`config.mk`:
```
export PLATFORM = sky130hd
export DESIGN_NAME = vta_mem_mux
export DESIGN_NICKNAME = d
export VERILOG_FILES = /design/src/rtl/vta_mem_mux.sv
export SDC_FILE = /design/constraint.sdc
export NUM_CORES = 1
export LEC_CHECK = 0
export BUFFER_PORTS_ARGS = -buffer_cell sky130_fd_sc_hd__buf_2
export CAP_MARGIN = 30
export CORE_AREA = 2 2 219 221
export DETAILED_ROUTE_END_ITERATION = 8
export DIE_AREA = 0 0 221 223
export PLACE_DENSITY = 0.63
export SETUP_SLACK_MARGIN = 0.02
export SYNTH_ARGS = -nofsm -noshare
export SYNTH_HDL_FRONTEND = slang
export SYNTH_SLANG_ARGS = --single-unit
```
`constraint.sdc`:
```
create_clock -name clock -period 4 [get_ports clock]
set_input_delay 0.8 -clock clock [delete_from_list [all_inputs] [get_ports clock]]
set_output_delay 0.8 -clock clock [all_outputs]
set_load 0.005 [all_outputs]
```
`src/rtl/vta_mem_mux.sv`:
```
// Multiplexes NUM_CH client channels onto one memory port, one burst at a time,
// with round-robin request arbitration and a small read-return buffer.
module vta_mem_mux #(
  parameter int NUM_CH        = 2,
  parameter int LEN_BITS      = 8,
  parameter int ADDR_BITS     = 64,
  parameter int DATA_BITS     = 64,
  parameter int RD_FIFO_DEPTH = 4
) (
  input  logic                          clock,
  input  logic                          reset,
  input  logic [NUM_CH-1:0]             ch_req_valid,
  output logic [NUM_CH-1:0]             ch_req_ready,
  input  logic [NUM_CH-1:0]             ch_req_opcode,
  input  logic [NUM_CH*LEN_BITS-1:0]    ch_req_len,
  input  logic [NUM_CH*ADDR_BITS-1:0]   ch_req_addr,
  input  logic [NUM_CH-1:0]             ch_wr_valid,
  output logic [NUM_CH-1:0]             ch_wr_ready,
  input  logic [NUM_CH*DATA_BITS-1:0]   ch_wr_bits,
  output logic [NUM_CH-1:0]             ch_rd_valid,
  input  logic [NUM_CH-1:0]             ch_rd_ready,
  output logic [DATA_BITS-1:0]          ch_rd_bits,
  output logic                          mem_req_valid,
  output logic                          mem_req_opcode,
  output logic [LEN_BITS-1:0]           mem_req_len,
  output logic [ADDR_BITS-1:0]          mem_req_addr,
  output logic                          mem_wr_valid,
  output logic [DATA_BITS-1:0]          mem_wr_bits,
  input  logic                          mem_rd_valid,
  input  logic [DATA_BITS-1:0]          mem_rd_bits,
  output logic                          mem_rd_ready,
  output logic [1:0]                    fsm_state
);

  // Handshakes: a beat or request transfers on a rising edge where valid and
  // ready are both high; ready never depends on a channel other than the grant.
  localparam int PTR_W   = $clog2(NUM_CH);
  localparam int FIFO_AW = $clog2(RD_FIFO_DEPTH);
  localparam int CNT_W   = LEN_BITS + 1;

  typedef enum logic [1:0] {
    IDLE  = 2'd0,
    REQ   = 2'd1,
    WRITE = 2'd2,
    READ  = 2'd3
  } state_t;

  state_t                 state_q, state_d;
  logic [PTR_W-1:0]       rr_ptr_q, grant_q, grant_d, ptr_next;
  logic                   grant_found;
  logic [PTR_W:0]         cand;
  logic                   op_q;
  logic [LEN_BITS-1:0]    len_q;
  logic [ADDR_BITS-1:0]   addr_q;
  logic [CNT_W-1:0]       beat_cnt_q, rx_cnt_q, beats_total;
  logic                   last_beat, wr_fire, rd_accept, push, pop;
  logic [DATA_BITS-1:0]   fifo_mem [RD_FIFO_DEPTH];
  logic [FIFO_AW-1:0]     wr_ptr_q, rd_ptr_q;
  logic [FIFO_AW:0]       fifo_cnt_q;
  logic                   fifo_full, fifo_empty;

  logic [LEN_BITS-1:0]    len_arr  [NUM_CH];
  logic [ADDR_BITS-1:0]   addr_arr [NUM_CH];
  logic [DATA_BITS-1:0]   wdat_arr [NUM_CH];

  for (genvar i = 0; i < NUM_CH; i++) begin : g_unpack
    assign len_arr[i]  = ch_req_len[i*LEN_BITS +: LEN_BITS];
    assign addr_arr[i] = ch_req_addr[i*ADDR_BITS +: ADDR_BITS];
    assign wdat_arr[i] = ch_wr_bits[i*DATA_BITS +: DATA_BITS];
  end

  // Round-robin search starting at rr_ptr_q, wrapping modulo NUM_CH.
  always_comb begin
    grant_found = 1'b0;
    grant_d     = '0;
    cand        = '0;
    for (int k = 0; k < NUM_CH; k++) begin
      cand = {1'b0, rr_ptr_q} + (PTR_W+1)'(k);
      if (cand >= (PTR_W+1)'(NUM_CH)) cand = cand - (PTR_W+1)'(NUM_CH);
      if (!grant_found && ch_req_valid[cand[PTR_W-1:0]]) begin
        grant_found = 1'b1;
        grant_d     = cand[PTR_W-1:0];
      end
    end
    ptr_next = (grant_d == PTR_W'(NUM_CH - 1)) ? '0 : grant_d + PTR_W'(1);
  end

  assign beats_total = {1'b0, len_q} + CNT_W'(1);
  assign last_beat   = (beat_cnt_q == {1'b0, len_q});
  assign fifo_full   = (fifo_cnt_q == (FIFO_AW+1)'(RD_FIFO_DEPTH));
  assign fifo_empty  = (fifo_cnt_q == '0);
  assign wr_fire     = (state_q == WRITE) && ch_wr_valid[grant_q];
  // A full buffer refuses memory data even when a pop happens this cycle.
  assign rd_accept   = (state_q == READ) && !fifo_full && (rx_cnt_q < beats_total);
  assign push        = rd_accept && mem_rd_valid;
  assign pop         = (state_q == READ) && !fifo_empty && ch_rd_ready[grant_q];

  always_comb begin
    state_d        = state_q;
    ch_req_ready   = '0;
    ch_wr_ready    = '0;
    ch_rd_valid    = '0;
    ch_rd_bits     = '0;
    mem_req_valid  = 1'b0;
    mem_req_opcode = 1'b0;
    mem_req_len    = '0;
    mem_req_addr   = '0;
    mem_wr_valid   = 1'b0;
    mem_wr_bits    = '0;
    mem_rd_ready   = 1'b0;
    fsm_state      = 2'd0;
    case (state_q)
      IDLE:    if (grant_found) state_d = REQ;
      REQ:     state_d = op_q ? WRITE : READ;
      WRITE:   if (wr_fire && last_beat) state_d = IDLE;
      READ:    if (pop && last_beat) state_d = IDLE;
      default: state_d = IDLE;
    endcase
    // Every output is held at zero while reset is asserted.
    if (!reset) begin
      fsm_state = state_q;
      case (state_q)
        IDLE: if (grant_found) ch_req_ready[grant_d] = 1'b1;
        REQ: begin
          mem_req_valid  = 1'b1;
          mem_req_opcode = op_q;
          mem_req_len    = len_q;
          mem_req_addr   = addr_q;
        end
        WRITE: begin
          ch_wr_ready[grant_q] = 1'b1;
          mem_wr_valid         = ch_wr_valid[grant_q];
          mem_wr_bits          = wdat_arr[grant_q];
        end
        READ: begin
          mem_rd_ready         = rd_accept;
          ch_rd_valid[grant_q] = !fifo_empty;
          ch_rd_bits           = fifo_empty ? '0 : fifo_mem[rd_ptr_q];
        end
        default: ;
      endcase
    end
  end

  always_ff @(posedge clock) begin
    if (reset) begin
      state_q    <= IDLE;
      rr_ptr_q   <= '0;
      grant_q    <= '0;
      op_q       <= 1'b0;
      len_q      <= '0;
      addr_q     <= '0;
      beat_cnt_q <= '0;
      rx_cnt_q   <= '0;
      wr_ptr_q   <= '0;
      rd_ptr_q   <= '0;
      fifo_cnt_q <= '0;
    end else begin
      state_q <= state_d;
      if (state_q == IDLE && grant_found) begin
        grant_q    <= grant_d;
        op_q       <= ch_req_opcode[grant_d];
        len_q      <= len_arr[grant_d];
        addr_q     <= addr_arr[grant_d];
        rr_ptr_q   <= ptr_next;
        beat_cnt_q <= '0;
        rx_cnt_q   <= '0;
      end
      if (wr_fire || pop) beat_cnt_q <= beat_cnt_q + CNT_W'(1);
      if (push) begin
        wr_ptr_q <= wr_ptr_q + FIFO_AW'(1);
        rx_cnt_q <= rx_cnt_q + CNT_W'(1);
      end
      if (pop) rd_ptr_q <= rd_ptr_q + FIFO_AW'(1);
      case ({push, pop})
        2'b10:   fifo_cnt_q <= fifo_cnt_q + (FIFO_AW+1)'(1);
        2'b01:   fifo_cnt_q <= fifo_cnt_q - (FIFO_AW+1)'(1);
        default: ;
      endcase
    end
  end

  always_ff @(posedge clock) begin
    if (push) fifo_mem[wr_ptr_q] <= mem_rd_bits;
  end

endmodule

```
# After elaboration in Yosys (flattened, before gate mapping)
# Memory sizes are Yosys's and may differ from the RTL's. A register that Yosys moved wholly into a read port is not among the register bits.
# Cells that the tools add are included.
classes:
  muxes: 68
  magnitude_cmp: 11
  reduce_logical: 22
  add_sub_neg: 11
  bitwise: 3
  n_eq_ne: 10
op_table:
  columns: ["operator", "n"]
  rows:
  - ["two-way mux 64 bit", 13]
  - ["two-way mux 8 bit", 5]
  - ["two-way mux 1 bit", 30]
  - ["two-way mux 9 bit", 3]
  - ["two-way mux 2 bit", 13]
  - ["adder 9 x 1 -> 9 bit, second input constant", 2]
  - ["logical AND 1 bit", 12]
  - ["adder 8 x 1 -> 9 bit, second input constant", 1]
  - ["equality test 9 x 8 -> 1 bit", 1]
  - ["< comparator 9 bit", 1]
  - ["< comparator 1 x 2 -> 1 bit, second input constant", 4]
  - ["case mux 2 bit (4 select lines)", 1]
  - ["equality test 2 bit, second input constant", 3]
  - [">= comparator 2 bit, second input constant", 3]
  - ["case mux 3 bit (2 select lines)", 1]
  - ["nonzero test 2 bit", 3]
  - ["adder 2 x 1 -> 2 bit, second input constant", 2]
  - ["equality test 2 x 1 -> 1 bit, second input constant", 2]
  - ["inequality test 2 x 1 -> 1 bit, second input constant", 2]
  - ["inverter 1 -> 2 bit", 2]
  - ["adder 3 x 1 -> 3 bit, second input constant", 1]
  - ["equality test 3 bit, second input constant", 1]
  - ["zero test 1 bit", 3]
  - ["zero test 3 bit", 1]
  - ["12 further kinds", 15]
word_totals:
  output_inout_bits: 212
  regBits: 102
  input_bits: 347
  ramBits: 256
  memories: 1
  elab_cells: 137
memory_table:
  columns: ["name", "words", "width", "read_ports", "rd_ports_with_merged_regs", "write_ports", "line", "text"]
  rows:
  - ["fifo_mem", 4, 64, 1, 1, 1, "57", "logic [DATA_BITS-1:0] fifo_mem [RD_FIFO_DEPTH];"]

# Longest topological paths before layout
# Gate-level depths: netlist (run 1).
depth:
  ltp_word: 15
  ltp_mapped: 16
  ltp_nobuf: 15

# Worst setup path before layout (run 1)
# No wires, ideal clock.
synth_timing:
  path_kind: "reg2reg"
  startpoint: "reg len_q[0]"
  endpoint: "mem fifo_mem[0][0] (enable)"
  required_ns: 3.571
  setup_slack_ns: 0.077
  arrival_ns: 3.494
  path_buffers: 0
  period_less_slack_ns: 3.923
  setup_ns: 0.429
  path_stages_with_launch: 9
  cell_sequence: "dfxtp_1 -> ha_1 -> nand3_1 -> nor2_1 -> nand3_1 -> ha_1 -> a2111oi_2 -> and2_4 -> and3_1"
synth_between:
  elab_chain_cells: 6
synth_rtl:
  columns: ["element", "line", "text"]
  rows:
  - ["start, declared", "53", "logic [LEN_BITS-1:0] len_q;"]
  - ["start signal, assigned", "163", "len_q <= len_arr[grant_d];"]
  - ["adder 8 x 1 -> 9 bit", "88", "assign beats_total = {1'b0, len_q} + CNT_W'(1);"]
  - ["< comparator 9 bit", "94", "assign rd_accept = (state_q == READ) && !fifo_full && (rx_cnt_q < beats_total);"]
  - ["logical AND 1 bit", "94", null]
  - ["logical AND 1 bit", "95", "assign push = rd_accept && mem_rd_valid;"]
  - ["two-way mux 1 bit", "184", "if (push) fifo_mem[wr_ptr_q] <= mem_rd_bits;"]
  - ["two-way mux 1 bit (not written as such)", "184", null]
  - ["end, declared", "57", null]
# Every way passes these cells.

# Final worst setup path (run 1)
layout_timing:
  startpoint: "reg len_q[0]"
  endpoint: "out mem_rd_ready"
layout_between:
  elab_chain_cells: 5
layout_rtl:
  columns: ["element", "line", "text"]
  rows:
  - ["adder 8 x 1 -> 9 bit", "88", null]
  - ["< comparator 9 bit", "94", null]
  - ["logical AND 1 bit", "94", null]
  - ["two-way mux 1 bit", "122", "case (state_q)"]
  - ["two-way mux 1 bit", "120", "if (!reset) begin"]
  - ["end, declared", "31", "output logic mem_rd_ready,"]
# Every way passes these cells.

==> results of run 1 <==
==> where the power goes <==
part	switching, uW	leakage, uW	internal [uW]	total (uW)
Sequential	131	0.00316	4110	4240
Combinational	434	0.00490	345	780
Clock	1510	0.000621	2050	3570
==> sequential cells by signal, summed over array words and instances, names as in the netlist, named ones only <==
| signal | cells |
|---|---|
| fifo_mem | 256 |
| rx_cnt_q | 9 |
| fifo_cnt_q | 3 |
| rd_ptr_q | 2 |
| beat_cnt_q | 9 |
| len_q | 8 |
| addr_q | 64 |
| rr_ptr_q | 1 |
| state_q | 2 |
| grant_q | 1 |
| wr_ptr_q | 2 |
| op_q | 1 |
==> logic make-up (layout without fill, tap and decap cells) <==
family                     Yosys count  in the layout  synth area share (%)
adders and majority gates           17             17                 1.418
other                                0             10                     0
xor gates and xnor gates            22             22                 1.241
muxes                               66             66                 9.450
buffers and inverters              160            745                 4.842
DFF                                360            360                 62.91
and+or+nand+nor                    245            245                 9.378
AOI/OAI and AO/OA                  189            189                 10.76
==> worst max-delay path, stage by stage (launching register included) <==
cell and delay [ns]:
dfxtp_1 0.46, ha_1 0.23, nand3_1 0.12, nor2_1 0.19, nand3_1 0.11, ha_1 0.35
a2111oi_2 0.45, nor4b_1 0.25, buf_2 0.18
==> cell type report <==
type | count | share of cell area [%]
Timing Repair Buffer | 589 | 15.36
Antenna cell | 10 | 0.1229
Clock buffer | 53 | 5.305
Tap cell | 615 | 3.781
Clock inverter | 20 | 1.008
Sequential cell | 360 | 48.04
Inverter | 83 | 1.531
Multi-Input combinational cell | 539 | 24.86
==> worst paths after layout <==
kind | start | end
max | len_q[0]$_SDFFE_PP0P_ | mem_rd_ready
min | mem_rd_bits[10] | fifo_mem[2][10]$_DFFE_PP_
max reg2reg | len_q[0]$_SDFFE_PP0P_ | fifo_cnt_q[2]$_SDFFE_PP0P_
min reg2reg | rr_ptr_q$_SDFFE_PP0P_ | rr_ptr_q$_SDFFE_PP0P_
==> routing by layer <==
metal	share of wire (%)	up-vias
met2	47	637
met3	8.9	95
li1	-	5229
met5	0.11	-
met4	2.2	10
met1	42	5883
==> synth_stat cells, types with 4 or more instances <==
cell type | instances | area [um2]
dfxtp_1 | 104 | 2082
nor3_1 | 6 | 30.03
nor2_1 | 24 | 90.09
nand3_1 | 14 | 70.07
and3_1 | 9 | 56.30
nand2_1 | 14 | 52.55
ha_1 | 16 | 200.2
xor2_1 | 16 | 140.1
inv_1 | 83 | 311.6
nor3b_1 | 5 | 37.54
xnor2_1 | 6 | 52.55
buf_2 | 36 | 180.2
a22o_1 | 64 | 560.5
nand4_1 | 4 | 25.02
and2_1 | 74 | 462.9
nor3_2 | 4 | 40.04
mux4_2 | 64 | 1441
o211ai_1 | 8 | 60.06
a222oi_1 | 73 | 730.7
nand2b_1 | 11 | 68.82
buf_6 | 13 | 146.4
nor2b_1 | 68 | 425.4
clkbuf_1 | 24 | 90.09
o21ai_0 | 12 | 60.06
a21oi_1 | 12 | 60.06
a21o_1 | 4 | 30.03
edfxtp_1 | 256 | 7687
==> stage by stage <==
| step | utilization, % | hold WS, ns | setup slack, ns | cell area [um2] | power, uW |
|---|---|---|---|---|---|
| 3_3_place_gp | 40.38 | 0.4287 | 0.6405 | 19040 | 5081 |
| 5_1_grt | 43.14 | 0.4247 | 0.05080 | 20340 | 8885 |
| 2_1_floorplan | - | 0.4175 | 0.07655 | 15530 | 4631 |
| 6_report | 43.17 | 0.4420 | 0.3187 | 20350 | 8593 |
| 4_1_cts | 43.11 | 0.4047 | 0.2711 | 20320 | 8677 |
| 3_5_place_dp | 40.38 | 0.4354 | 0.5811 | 19040 | 5089 |
==> impl_metrics.csv, run 1 <==
group,metric,value,unit
timing,min_period,3.681,ns
synthesis,synth_nets,1423,
min_path,hold_depth,1,
timing,post-route-period-util,92.03,%
timing,worstMarginPinSlew,0.8423,ns
worst_setup_path,critical_path_class,"reg -> out",
timing,clock_skew,0.02861,ns
synthesis,netlist_area,0.01553,mm2
synthesis,synth-async-reset-ratio,0,%
cells_and_area,layout_commonest_cell,"buf_2",
global_route,grt_pass1_wl,82590,um
global_route,met3_usage,6.190,%
cells_and_area,seq_area,0.009777,mm2
synthesis,ys_warn_count,0,
floorplan,dieArea,0.04928,mm2
floorplan,start_util,32.94,%
min_path,min-delay-path-class,"in -> reg",
placed_design,port_buffers,558,
timing,setup_viol,0,
clock_network,postCtsHoldBufs,0,
global_route,met2_usage,36.86,%
worst_setup_path,cp_max_fo,7,
worst_setup_path,crit_required,3.20,ns
synthesis,syn_avg_cell_area,14.66,um2
clock_network,cts_tree,"done",
clock_network,root_buffer,"clkbuf_16",
synthesis,synth_ff_type,"edfxtp_1",
clock_network,clk_pin_slew_worst_paths,0.06,ns
placed_design,dp_cells,2186,
global_route,grt_max_degree,76,
timing,rsz0062_at_grt,"no",
synthesis,ys_seq_area_share,62.91,%
global_route,grtUsageTotal,22.86,%
global_route,gr-total-overflow,0,
clock_network,post_cts_buffers,0,
clock_network,cts_resized,0,
global_route,use_met1,30.66,%
clock_network,cts_made_buffers,40,
detailed_routing,wl_per_cell,25.71,um
power_and_ir_drop,peakVddDrop,0.0003698,V
cells_and_area,multi_input_area,0.005060,mm2
worst_setup_path,critPathLaunchType,"flop",
cells_and_area,stdcell_count,2269,
global_route,globalRoute.busiestLayer,"met2",
floorplan,die_y,223,um
floorplan,num_rows,80,
synthesis,ys_seq_elements,360,
cells_and_area,fill_cells,4384,
cells_and_area,drive_gt1_share,44.89,%
clock_network,clock-sinks,360,
power_and_ir_drop,p_leak,0.008673,uW
status,status,"finished clean",
detailed_routing,dr.pass1.iters,9,
floorplan,ios,559,
clock_network,htreeDepth,2,
cells_and_area,syn_to_final_growth,31.06,%
run,cap_violations,0,
detailed_routing,drt-vias-per-instance,5.224,
clock_network,insertion_delay,0.57,ns
worst_setup_path,critPathCaptureType,"output pin",
worst_setup_path,crit_arrival,2.88,ns
detailed_routing,drt-total-wl,58330,um
synthesis,synth_edf_count,256,
worst_setup_path,reg2regPathDepth,14,
placed_design,gp_congestion,1.154,
cells_and_area,fin_nets,1977,
clock_network,clock_path_buffers,3,
placed_design,hpwl,44780,um
synthesis,syn_inst,1059,
detailed_routing,ant_nets,0,
power_and_ir_drop,power_density,422.2,mW/mm2
synthesis,ys_types,55,
floorplan,core-area,0.04715,mm2
detailed_routing,vias,11850,
timing,slew_headroom,43.84,%
global_route,grt_pass1_vias,11540,
timing,fmax,0.2716,GHz
timing,hold_violations,0,
detailed_routing,drt_iter0_drc,1333,
timing,slew_violations,0,
cells_and_area,layout_common_cells,"buf_2, edfxtp_1, dfxtp_1",
timing,fin_tns_setup,0,ns
detailed_routing,drc,0,
global_route,antenna_found_initial,17,
floorplan,die_w,221,um
worst_setup_path,r2r_slack,0.56,ns
No activity file was read; power rests on OpenSTA's default activity.
==> inputs of run 2 (changes only) <==
CORE_AREA = 2 2 220 222   (was 2 2 219 221)
DIE_AREA = 0 0 222 224   (was 0 0 221 223)
PLACE_DENSITY = 0.61   (was 0.63)
clock period = 3.5 ns   (was 4 ns; I/O delays follow)
==> impl_metrics.csv, run 2 (same netlist as run 1, synthesis figures left out) <==
group,metric,value,unit
status,status,"finished clean",
timing,fmax,0.2956,GHz
global_route,grtUsageTotal,22.32,%
worst_setup_path,crit_required,2.80,ns
detailed_routing,drt-total-wl,57620,um
clock_network,cts_tree,"done",
power_and_ir_drop,power_density,477.9,mW/mm2
timing,worstMarginPinSlew,0.6864,ns
clock_network,insertion_delay,0.56,ns
timing,slew_headroom,54.24,%
timing,setup_viol,0,
detailed_routing,wl_per_cell,25.31,um
detailed_routing,ant_nets,0,
clock_network,clock_path_buffers,3,
run,cap_violations,0,
clock_network,htreeDepth,2,
cells_and_area,top_register,"fifo_mem",
floorplan,dieArea,0.04973,mm2
detailed_routing,vias,11840,
timing,min_period,3.383,ns
detailed_routing,drc,0,
clock_network,root_buffer,"clkbuf_16",
worst_setup_path,cp_max_fo,7,
floorplan,die_w,222,um
global_route,grt_max_degree,75,
floorplan,num_rows,80,
global_route,gr-total-overflow,0,
cells_and_area,fin_area,0.02050,mm2
detailed_routing,drt-vias-per-instance,5.202,
power_and_ir_drop,p_leak,0.008711,uW
timing,fin_tns_setup,0,ns
worst_setup_path,critical_path_class,"reg -> out",
global_route,grt_pass1_wl,80250,um
clock_network,clock-sinks,360,
detailed_routing,dr.pass1.iters,8,
cells_and_area,largest_register_ffs,256,
placed_design,gp_congestion,0.9902,
cells_and_area,drive_gt1_share,45.31,%
floorplan,start_util,32.80,%
worst_setup_path,critPathCaptureType,"output pin",
floorplan,ios,559,
cells_and_area,layout_common_cells,"buf_2, edfxtp_1, dfxtp_1",
timing,hold_violations,0,
worst_setup_path,crit_arrival,2.68,ns
timing,rsz0062_at_grt,"yes",
detailed_routing,drt_iter0_drc,1215,
floorplan,core-area,0.04735,mm2
placed_design,hpwl,44320,um
cells_and_area,layout_commonest_cell,"buf_2",
cells_and_area,syn_to_final_growth,31.99,%
power_and_ir_drop,peakVddDrop,0.0004863,V
timing,clock_skew,0.01288,ns
timing,slew_violations,0,
worst_setup_path,critPathLaunchType,"flop",
cells_and_area,fin_nets,1984,
floorplan,die_y,224,um
min_path,min-delay-path-class,"in -> reg",
clock_network,clk_pin_slew_worst_paths,0.06,ns
clock_network,cts_made_buffers,40,
cells_and_area,largest_registers,"fifo_mem (256), addr_q (64)",
global_route,antenna_found_initial,28,
placed_design,postPlaceCellArea,0.01915,mm2
timing,post-route-period-util,96.67,%
global_route,grt_pass1_vias,11530,
placed_design,port_buffers,558,
run 2: cell count changes in the layout (fill, tap and decap cells not counted), sizes merged:
cell / change
buf: +7
bufinv: -1
diode: +1
clkbuf: +7
clkinv: -7
inv: -1
clkinvlp: +2
run 2: metal layers:
metal / up-vias / track usage (%) / part of all wire (%)
met5: - / 0 / 0.30
met4: 30 / 12.40 / 5.6
met3: 130 / 6.427 / 8.9
met2: 582 / 34.03 / 45
met1: 5853 / 28.67 / 40
li1: 5249 / - / -
run 2: worst paths after layout:
check / from / end / slack, ns / cells past startpoint
worst min-delay path: mem_rd_bits[46] / fifo_mem[1][46]$_DFFE_PP_ / 0.35 / 1
worst max-delay path: len_q[2]$_SDFFE_PP0P_ / mem_rd_ready / 0.12 / 7
worst min register to register: rr_ptr_q$_SDFFE_PP0P_ / rr_ptr_q$_SDFFE_PP0P_ / 0.45 / 1
worst max register to register: len_q[1]$_SDFFE_PP0P_ / fifo_cnt_q[2]$_SDFFE_PP0P_ / 0.32 / 16
run 2: worst max-delay path, cell delays in order (launching register included):
cell and delay [ns]:
dfxtp_1 0.47, and4_1 0.27, nand4_1 0.13, xor2_1 0.18, ha_1 0.23, a2111oi_4 0.40, nor4b_2 0.27, buf_2 0.18
run 2: report_power, final:
| part | leakage, uW | total (uW) | internal (uW) | switching, uW |
|---|---|---|---|---|
| sequential | 0.00316 | 4830 | 4700 | 129 |
| clock | 0.000598 | 4060 | 2320 | 1730 |
| combinational | 0.00495 | 909 | 408 | 501 |
run 2: stage by stage:
step	setup slack (ns)	instances	utilization, %	total power [uW]	hold slack (ns)
after CTS	0.09318	2265	43.20	9883	0.3125
after global placement	0.2968	2192	40.44	5799	0.4282
after floorplan	0.2795	1059	-	5292	0.4175
final	0.1166	2277	43.30	9796	0.3492
after detailed placement	0.2207	2192	40.44	5812	0.4338
after global routing	0.002628	2272	43.27	10140	0.3235
run 2: repair_timing:
| item | 4_1_cts | 5_1_grt |
|---|---|---|
| setup endpoints to repair | 1 | 11 |
| hold buffers | 0 | 0 |
| gates resized for setup | 6 | 3 |
| setup buffers | 0 | 1 |
| pin swaps | 0 | 2 |
run 2: area by class of cell:
| type | count | area, um2 |
|---|---|---|
| inverter | 83 | 311.5 |
| clock inverter | 13 | 138.9 |
| timing repair buffer | 596 | 3241 |
| multi-input combinational | 539 | 5105 |
| antenna | 11 | 27.53 |
| sequential | 360 | 9779 |
| clock buffer | 60 | 1126 |
| tap | 615 | 769.5 |
| fill | 4407 | 26850 |
==> inputs of run 3 (changes only) <==
CORE_AREA = 2 2 219 221   (was 2 2 220 222)
DIE_AREA = 0 0 221 223   (was 0 0 222 224)
PLACE_DENSITY = 0.63   (was 0.61)
SETUP_SLACK_MARGIN = 0.15   (was 0.02)
clock period = 3.05 ns   (was 3.5 ns; I/O delays follow)
==> impl_metrics.csv, run 3 (same netlist as run 1, synthesis figures left out) <==
group,metric,value,unit
clock_network,clock-sinks,360,
clock_network,postCtsHoldBufs,0,
detailed_routing,drc,3,
clock_network,clk_pin_slew_worst_paths,0.06,ns
placed_design,gp_congestion,0.9573,
floorplan,die_y,223,um
cells_and_area,layout_commonest_cell,"buf_2",
floorplan,num_rows,80,
cells_and_area,largest_register_ffs,256,
detailed_routing,highest_layer,"met5",
cells_and_area,syn_to_final_growth,38.25,%
worst_setup_path,crit_buf_inv,2,
global_route,grtUsageTotal,20.69,%
global_route,gr-total-overflow,0,
clock_network,cts_tree,"done",
timing,clock_skew,0.02713,ns
worst_setup_path,critical_path_class,"reg -> out",
clock_network,insertion_delay,0.57,ns
timing,hold_violations,0,
detailed_routing,drt-total-wl,54580,um
power_and_ir_drop,power_frac_seq,47.9,%
global_route,grt_pass1_vias,11670,
worst_setup_path,cp_slowest_stage_delay,0.38,ns
cells_and_area,fin_nets,2031,
global_route,grt_pass1_wl,76070,um
timing,rsz0062_at_grt,"yes",
power_and_ir_drop,power_switching,2725,uW
detailed_routing,drt-vias-per-instance,5.122,
worst_setup_path,cp_top_family,"simple AND/OR/NAND/NOR gates",
power_and_ir_drop,power.switching_fraction,23.62,%
detailed_routing,vias,11880,
clock_network,root_buffer,"clkbuf_16",
status,violations,"design-rule violations, negative setup slack",
timing,fmax,0.3161,GHz
timing,slew_headroom,53.50,%
placed_design,postPlaceCellArea,0.01932,mm2
worst_setup_path,crit_arrival,2.55,ns
power_and_ir_drop,p_int,8814,uW
timing,min_period,3.164,ns
cells_and_area,layout_common_cells,"buf_2, edfxtp_1, dfxtp_1",
floorplan,die_w,221,um
global_route,grt_max_degree,76,
floorplan,start_util,32.94,%
placed_design,hpwl,39580,um
power_and_ir_drop,p_clk_share,42.5,%
power_and_ir_drop,total_power,11540,uW
run,cap_violations,0,
floorplan,dieArea,0.04928,mm2
timing,post-route-period-util,103.7,%
cells_and_area,top_register,"fifo_mem",
worst_setup_path,critPathLaunchType,"flop",
placed_design,dp_slack,0.07428,ns
worst_setup_path,slowest_stage,"dfxtp_4",
detailed_routing,m1WireLength,22760,um
placed_design,port_buffers,558,
worst_setup_path,critPathCaptureType,"output pin",
timing,holdWs,0.2534,ns
clock_network,htreeDepth,2,
cells_and_area,fin_area,0.02147,mm2
global_route,antenna_found_initial,10,
power_and_ir_drop,peakVddDrop,0.0005056,V
cells_and_area,drive_gt1_share,48.88,%
status,status,"finished, violations left",
detailed_routing,route.met3.wl,4356,um
min_path,min-delay-path-class,"in -> reg",
timing,setup_viol,1,
timing,fin_tns_setup,-0.1140,ns
power_and_ir_drop,power_density,537.4,mW/mm2
timing,worstMarginPinSlew,0.6975,ns
clock_network,cts_made_buffers,41,
power_and_ir_drop,p_comb_share,9.5,%
floorplan,ios,559,
detailed_routing,met2_length,25820,um
detailed_routing,drt_iter0_drc,1273,
floorplan,core-area,0.04715,mm2
worst_setup_path,cp_max_fo,5,
timing,setup_ws,-0.1140,ns
detailed_routing,wl_per_cell,23.54,um
cells_and_area,largest_registers,"fifo_mem (256), addr_q (64)",
power_and_ir_drop,p_leak,0.009128,uW
worst_setup_path,crit_required,2.44,ns
timing,slew_violations,0,
detailed_routing,dr.pass1.iters,9,
worst_setup_path,crit_chain,"and4_1, nand4_1, xor2_1, ha_2, a2111oi_4, nor4b_4, buf_4, buf_6",
detailed_routing,ant_nets,0,
clock_network,clock_path_buffers,3,
[run 3: changes by cell type in the layout (fill, tap and decap cells not counted), sizes merged]
cell	delta
diode	-3
bufbuf	+1
clkbuf	+1
clkinv	+7
buf	+33
bufinv	+3
[run 3: worst paths after layout]
kind	startpoint	to	slack, ns	depth (start not counted)
setup / recovery	len_q[1]$_SDFFE_PP0P_	mem_rd_ready	-0.11	8
hold / removal	mem_rd_bits[34]	fifo_mem[3][34]$_DFFE_PP_	0.25	1
setup reg to reg	len_q[1]$_SDFFE_PP0P_	fifo_mem[0][56]$_DFFE_PP_	0.07	12
hold reg to reg	rr_ptr_q$_SDFFE_PP0P_	rr_ptr_q$_SDFFE_PP0P_	0.45	1
[run 3: repair_timing]
item | 4_1_cts | 5_1_grt
gates resized for setup | 27 | 32
buffers inserted | 9 | 9
pin swaps | 15 | 8
gates cloned | 1 | 15
endpoints found under the setup margin | 223 | 269
[run 3: layer usage]
layer | vias to the layer above | GRT usage (%)
li1 | 5349 | -
met1 | 5911 | 27.77
met2 | 523 | 32.42
met3 | 88 | 5.426
met4 | 8 | 7.361
met5 | - | 0
[run 3: layout make-up]
| cell class | count | area [um2] |
|---|---|---|
| fillers | 4282 | 25670 |
| flip-flops and latches | 360 | 9792 |
| multi-input cells | 539 | 5205 |
| repair buffers | 642 | 4013 |
| clock buffers | 49 | 1077 |
| well taps | 615 | 769.5 |
| inverters | 83 | 311.5 |
| clock inverters | 23 | 282.8 |
| diodes | 8 | 20.02 |
[run 3: power by group through the flow]
stage	Sequential, uW	Combinational (uW)	Clock (uW)
final	5530	1100	4910
after global routing	5540	1190	5210
after CTS	5530	1090	5010
after detailed placement	5630	1030	0
after global placement	5620	1020	0
after floorplan	5560	518	0
[run 3: metrics by stage]
step / cells / utilization (%)
2_1_floorplan: 1059 / -
3_5_place_dp: 2205 / 40.99
4_1_cts: 2287 / 44.34
6_report: 2319 / 45.54
5_1_grt: 2313 / 45.51
3_3_place_gp: 2205 / 40.99
